`src/rtl/fc_pkg.sv`:
```
// fc_pkg: shared constants, widths and FSM state type for the fully
// connected output layer (fc_layer_argmax) and its MAC datapath (fc_mac).
package fc_pkg;

  localparam int N_CLASS = 10;
  localparam int N_CHAN  = 12;
  localparam int N_PIX   = 16;
  localparam int FEAT    = N_CHAN * N_PIX;

  localparam int CHAN_W  = 4;
  localparam int PIX_W   = 4;
  localparam int CLS_W   = 4;
  localparam int WADDR_W = 11;

  localparam logic [PIX_W-1:0]   PIX_LAST   = PIX_W'(N_PIX - 1);
  localparam logic [CHAN_W-1:0]  CHAN_LAST  = CHAN_W'(N_CHAN - 1);
  localparam logic [CLS_W-1:0]   CLS_LAST   = CLS_W'(N_CLASS - 1);
  localparam logic [WADDR_W-1:0] WADDR_LAST = WADDR_W'(N_CLASS * FEAT - 1);

  typedef enum logic [1:0] {
    ST_IDLE = 2'd0,
    ST_RUN  = 2'd1,
    ST_DONE = 2'd2
  } state_e;

endpackage

```
`src/rtl/fc_mac.sv`:
```
// fc_mac: signed multiply-accumulate over one class sweep, then
// compare-and-keep-best at the end of each class.
// Ports:
//   clk, reset     - clock, async active-low reset
//   clear          - start of a new run: drop best score and digit
//   valid          - operands on p2_data/w_data belong to an issued address
//   first / last   - first / last product of the current class
//   cls            - class index of the product
//   p2_data/w_data - signed activation and weight
//   digit          - class index of the highest score so far
module fc_mac
  import fc_pkg::*;
#(
  parameter int DATA_W = 16,
  parameter int W_W    = 8,
  parameter int ACC_W  = 32
) (
  input  logic              clk,
  input  logic              reset,
  input  logic              clear,
  input  logic              valid,
  input  logic              first,
  input  logic              last,
  input  logic [CLS_W-1:0]  cls,
  input  logic [DATA_W-1:0] p2_data,
  input  logic [W_W-1:0]    w_data,
  output logic [CLS_W-1:0]  digit
);

  localparam int PROD_W = DATA_W + W_W;

  logic [PROD_W-1:0] a_ext, b_ext, prod;
  logic [ACC_W-1:0]  prod_ext, sum;
  logic [ACC_W-1:0]  acc_q, acc_d, best_q, best_d;
  logic [CLS_W-1:0]  digit_q, digit_d;

  always_comb begin
    // Both operands sign-extended to the full product width; the low
    // PROD_W bits of the unsigned product are then the exact signed product.
    a_ext    = {{W_W{p2_data[DATA_W-1]}}, p2_data};
    b_ext    = {{DATA_W{w_data[W_W-1]}}, w_data};
    prod     = a_ext * b_ext;
    prod_ext = {{(ACC_W-PROD_W){prod[PROD_W-1]}}, prod};
    sum      = (first ? '0 : acc_q) + prod_ext;

    acc_d   = acc_q;
    best_d  = best_q;
    digit_d = digit_q;
    if (clear) begin
      acc_d   = '0;
      best_d  = '0;
      digit_d = '0;
    end else if (valid) begin
      acc_d = sum;
      // Strict compare: a tie keeps the earlier (lower) class.
      if (last && (cls == '0 || $signed(sum) > $signed(best_q))) begin
        best_d  = sum;
        digit_d = cls;
      end
    end
  end

  always_ff @(posedge clk or negedge reset) begin
    if (!reset) begin
      acc_q   <= '0;
      best_q  <= '0;
      digit_q <= '0;
    end else begin
      acc_q   <= acc_d;
      best_q  <= best_d;
      digit_q <= digit_d;
    end
  end

  assign digit = digit_q;

endmodule

```
`src/rtl/fc_layer_argmax.sv`:
```
// fc_layer_argmax: sweeps 10 classes x 12 channels x 16 pixels against the
// weight ROM, accumulates one score per class and reports the argmax digit.
// Ports:
//   clk, reset        - clock, async active-low reset
//   start             - begin a run (honoured in IDLE or DONE)
//   enable            - low stalls address issue
//   p2_data, w_data   - memory read data, one cycle after the address
//   p2_chan, p2_addr  - pooled map bank and pixel address
//   w_addr            - weight ROM address (class*192 + chan*16 + pix)
//   busy, done, digit - run status and winning class
module fc_layer_argmax
  import fc_pkg::*;
#(
  parameter int DATA_W = 16,
  parameter int W_W    = 8,
  parameter int ACC_W  = 32
) (
  input  logic               clk,
  input  logic               reset,
  input  logic               start,
  input  logic               enable,
  input  logic [DATA_W-1:0]  p2_data,
  input  logic [W_W-1:0]     w_data,
  output logic [CHAN_W-1:0]  p2_chan,
  output logic [PIX_W-1:0]   p2_addr,
  output logic [WADDR_W-1:0] w_addr,
  output logic               busy,
  output logic               done,
  output logic [CLS_W-1:0]   digit
);

  state_e state_q;
  logic   busy_q, done_q;

  logic [PIX_W-1:0]   pix_q, pix_d;
  logic [CHAN_W-1:0]  chan_q, chan_d;
  logic [CLS_W-1:0]   cls_q, cls_d;
  logic [WADDR_W-1:0] waddr_q, waddr_d;
  logic               drained_q, drained_d;

  logic               s1_valid_q, s1_valid_d;
  logic               s1_first_q, s1_first_d;
  logic               s1_last_q, s1_last_d;
  logic [CLS_W-1:0]   s1_cls_q, s1_cls_d;

  logic go, issue, final_acc;

  assign go        = start && (state_q != ST_RUN);
  // drained marks that the final address has been issued; counters then hold.
  assign issue     = (state_q == ST_RUN) && enable && !drained_q;
  assign final_acc = s1_valid_q && s1_last_q && (s1_cls_q == CLS_LAST);

  always_comb begin
    pix_d     = pix_q;
    chan_d    = chan_q;
    cls_d     = cls_q;
    waddr_d   = waddr_q;
    drained_d = drained_q;
    if (go) begin
      pix_d     = '0;
      chan_d    = '0;
      cls_d     = '0;
      waddr_d   = '0;
      drained_d = 1'b0;
    end else if (issue) begin
      if (waddr_q == WADDR_LAST) begin
        drained_d = 1'b1;
      end else begin
        waddr_d = waddr_q + 1'b1;
        if (pix_q == PIX_LAST) begin
          pix_d = '0;
          if (chan_q == CHAN_LAST) begin
            chan_d = '0;
            cls_d  = cls_q + 1'b1;
          end else begin
            chan_d = chan_q + 1'b1;
          end
        end else begin
          pix_d = pix_q + 1'b1;
        end
      end
    end

    s1_valid_d = issue;
    s1_first_d = issue && (pix_q == '0) && (chan_q == '0);
    s1_last_d  = issue && (pix_q == PIX_LAST) && (chan_q == CHAN_LAST);
    s1_cls_d   = cls_q;
  end

  always_ff @(posedge clk or negedge reset) begin
    if (!reset) begin
      pix_q      <= '0;
      chan_q     <= '0;
      cls_q      <= '0;
      waddr_q    <= '0;
      drained_q  <= 1'b0;
      s1_valid_q <= 1'b0;
      s1_first_q <= 1'b0;
      s1_last_q  <= 1'b0;
      s1_cls_q   <= '0;
    end else begin
      pix_q      <= pix_d;
      chan_q     <= chan_d;
      cls_q      <= cls_d;
      waddr_q    <= waddr_d;
      drained_q  <= drained_d;
      s1_valid_q <= s1_valid_d;
      s1_first_q <= s1_first_d;
      s1_last_q  <= s1_last_d;
      s1_cls_q   <= s1_cls_d;
    end
  end

  always_ff @(posedge clk or negedge reset) begin
    if (!reset) begin
      state_q <= ST_IDLE;
      busy_q  <= 1'b0;
      done_q  <= 1'b0;
    end else begin
      case (state_q)
        ST_IDLE, ST_DONE: begin
          if (start) begin
            state_q <= ST_RUN;
            busy_q  <= 1'b1;
            done_q  <= 1'b0;
          end
        end
        ST_RUN: begin
          if (final_acc) begin
            state_q <= ST_DONE;
            busy_q  <= 1'b0;
            done_q  <= 1'b1;
          end
        end
        default: begin
          state_q <= ST_IDLE;
          busy_q  <= 1'b0;
          done_q  <= 1'b0;
        end
      endcase
    end
  end

  fc_mac #(
    .DATA_W (DATA_W),
    .W_W    (W_W),
    .ACC_W  (ACC_W)
  ) u_mac (
    .clk     (clk),
    .reset   (reset),
    .clear   (go),
    .valid   (s1_valid_q),
    .first   (s1_first_q),
    .last    (s1_last_q),
    .cls     (s1_cls_q),
    .p2_data (p2_data),
    .w_data  (w_data),
    .digit   (digit)
  );

  assign p2_chan = chan_q;
  assign p2_addr = pix_q;
  assign w_addr  = waddr_q;
  assign busy    = busy_q;
  assign done    = done_q;

endmodule

```
`config.mk`:
```
export PLATFORM = sky130hd
export DESIGN_NAME = fc_layer_argmax
export DESIGN_NICKNAME = d
export VERILOG_FILES = /design/src/rtl/fc_pkg.sv /design/src/rtl/fc_mac.sv /design/src/rtl/fc_layer_argmax.sv
export SDC_FILE = /design/constraint.sdc
export NUM_CORES = 1
export LEC_CHECK = 0
export BUFFER_PORTS_ARGS = -buffer_cell sky130_fd_sc_hd__buf_2
export CORE_MARGIN = 10
export CORE_UTILIZATION = 55
export CTS_BUF_LIST = sky130_fd_sc_hd__clkbuf_8
export DETAILED_ROUTE_END_ITERATION = 16
export GPL_TIMING_DRIVEN = 1
export PLACE_DENSITY_LB_ADDON = 0.15
export SLEW_MARGIN = 10
export SYNTH_ARGS = -nofsm -noshare
export SYNTH_HDL_FRONTEND = slang
export SYNTH_HIERARCHICAL = 1
export SYNTH_SLANG_ARGS = --single-unit
```
`constraint.sdc`:
```
create_clock -name clk -period 7.3 [get_ports clk]
set_input_delay 0.73 -clock clk [delete_from_list [all_inputs] [get_ports clk]]
set_output_delay 0.73 -clock clk [all_outputs]
set_load 0.005 [all_outputs]
```
==> results.md <==
* # hold bufs at CTS at 0
* # Max-Cap Violations at 0
* Pre-CTS WS at -1.66 ns
* Total grt overflow at 0
* CP required at 7.52 ns
* PnR worst setup slack at -0.954 ns
* Max transition margin at 48.4%
* RD Place Congestion at 0.889
* CP Capture Type: register
* Post-synthesis cell count at 1313
* Residual DRC at 0
* Post-DRT Antenna Nets at 0
* Min-Delay Path Class: in2async
* Hold slack at 0.346 ns
* #FFs+latches synth at 103
* Nets at 1816
* Pin count of the biggest net entering global routing at 59
* Most frequent cells in the layout: buf_4 (224), inv_1 (201), nor2_1 (102), dfrtp_1 (102), fa_1 (101)
* Synth unique cells at 81
* RSZ-0062 raised after global routing: true
* Worst reg-to-reg setup slack at 1.82 ns
* Most common cell after layout, fill and taps aside: buf_4
* Ant. Diodes at 0
* Worst R2R End: u_mac/best_q[22]
* 1st-iter DRT viols at 475
* Max stage delay on crit path at 0.55 ns
* Minimum clock period at 8.25 ns
* Final Hold Vio Count at 0
* Skew-Pair Late Insertion Delay at 0.36 ns
* Core ar. at 21100 um2
* HPWL Detailed at 21.5 mm
* Buffers on Ports at 52
* Critical path type: in2reg
* Vias in the first global route at 10321
* TritonCTS Buffers at 9
* Die W at 167 um
* Failing checks: setup timing
* Clock transition at the registers of the reported paths at 0.10 ns
* Max FO, Critical Path at 7
* Status: complete, but fails checks
* Synthesized net count at 1558
* Setup crit end: u_mac/best_q[22]
* CTS Root Cell: clkbuf_8
* Sink Count at 103
* Clock Path Buffers at 2
* WL final at 28.2 mm
* WL/cell at 15.2 um
* Die Span Y at 167 um
* Post-Syn Area at 11900 um2
* Worst-case reg-to-reg path depth at 25
* First-pass DRT Iterations at 5
* Crit start category: primary input
* Reg2reg start: s1_first_q
* Finish-stage setup viols at 36
* YS warnings at 6
* Avg Cell Area, Syn at 9.03 um2
* Cell Rows at 53
* H-tree levels at 3
* FF/Latch Area at 2580 um2
* Die footprint at 27800 um2
* Worst slew pin tran at 0.767 ns
* Tcrit/Tclk final at 113%
* WP data arrival at 8.47 ns
* Multi-input logic area at 8750 um2
* Initial antenna violation count at 0
* Worst path slowest cell: fa_1
* Number of flops mapped to enable cells by yosys at 0
* Top_reg_cell synth: dfrtp_1
* First-pass GRT wire length at 49.1 mm
* P&R area growth vs syn at 26.3%
* Register area share after synthesis at 21.7%
* Fraction of registers with async set/reset at 100%
* # IOs at 53
* Total number of vias at 9782
* Initial Utilization at 56.2%
* CP startpoint: w_data[2]
* Worst-case clock skew at 0.0149 ns
* F_max at 121 MHz
* Fill count at 1616
* Final Max Tran Viols at 0
* Vias per cell at 5.28
* Aggregate global-route resource usage at 20.3%
* Share of cells above drive strength 1 at 26.2%
* TritonCTS clock tree: yes
## layout make-up
| cell class | instances | share of cell area [%] |
|---|---|---|
| multi-input combinational | 958 | 58.4 |
| sequential | 103 | 17.2 |
| timing repair buffer | 285 | 15.2 |
| inverter | 213 | 5.39 |
| tap | 275 | 2.30 |
| clock buffer | 10 | 0.919 |
| clock inverter | 6 | 0.526 |
| timing repair inverter | 1 | 0.0501 |
## flip-flops by register name (all words and copies together), names as in the netlist
| signal | flops |
|---|---|
| u_mac/digit | 4 |
| done | 1 |
| busy | 1 |
| s1_last_q | 1 |
| s1_first_q | 1 |
| w_addr | 11 |
| cls_q | 4 |
| s1_cls_q | 4 |
| s1_valid_q | 1 |
| u_mac/acc_q | 32 |
| state_q | 2 |
| p2_chan | 4 |
| drained_q | 1 |
| u_mac/best_q | 32 |
| p2_addr | 4 |
## timing repair
action / in CTS / in global routing
gates resized for setup: 77 / 56
setup buffers: 24 / 12
endpoints found under the hold margin: 0 / 0
endpoints found under the setup margin: 36 / 37
gates cloned: 5 / 0
pin swaps: 50 / 63
## critical path, delay by kind of cell
family | cells | cell delay (ns)
muxes | 1 | 0.22
xor gates and xnor gates | 1 | 0.17
buffers and inverters | 9 | 1.07
adders and majority gates | 7 | 2.97
AOI/OAI and AO/OA | 5 | 0.97
and+or+nand+nor | 13 | 2.34
## metrics by stage
stage               util [%]  instance area, um2  std cells  setup TNS [ns]
CTS                     69.3               14600       1839          -32.14
floorplan                  -               12100       1313          -26.93
detailed placement      65.8               13900       1801          -58.22
finish                  71.0               15000       1851          -32.28
global route            71.0               15000       1851          -44.95
global placement        65.8               13900       1801          -49.69
## worst min-delay path by stage
stage                        endpoint  slack (ns)  cells after the start
final                      p2_addr[1]        0.35                      1
after global routing       p2_addr[1]        0.37                      1
after CTS                  p2_addr[1]        0.36                      1
after detailed placement  s1_cls_q[3]        0.38                      0
after global placement    s1_cls_q[3]        0.39                      0
after floorplan           s1_cls_q[3]        0.37                      0
## synth_stat cells, types with 37 or more instances
| cell | count | share of area [%] |
|---|---|---|
| nor2b_1 | 39 | 2.1 |
| xnor2_1 | 43 | 3.2 |
| a21oi_1 | 59 | 2.5 |
| nand2_1 | 47 | 1.5 |
| and2_1 | 95 | 5.0 |
| inv_1 | 211 | 6.7 |
| ha_1 | 113 | 12 |
| dfrtp_1 | 103 | 22 |
| fa_1 | 104 | 18 |
| mux2i_1 | 69 | 5.8 |
| nor2_1 | 112 | 3.5 |
| o21ai_0 | 37 | 1.6 |
## per-layer routing
layer	vias to the layer above	wire (um)	global-route usage, %
li1	4857	-	-
met1	4767	13500	27.6
met2	135	13700	34.1
met3	23	693	2.05
met4	0	277	4.47
met5	-	0	0
## logic make-up after synthesis
group                      synth area share (%)
and+or+nand+nor                            18.1
buffers and inverters                      8.60
adders and majority gates                  29.5
AOI/OAI and AO/OA                          11.8
DFF                                        21.7
muxes                                      5.92
xor gates and xnor gates                   4.32
Power is left out: the tool's default activity adds up to more than one toggle a clock period on the data nets, which glitch-free logic cannot reach.
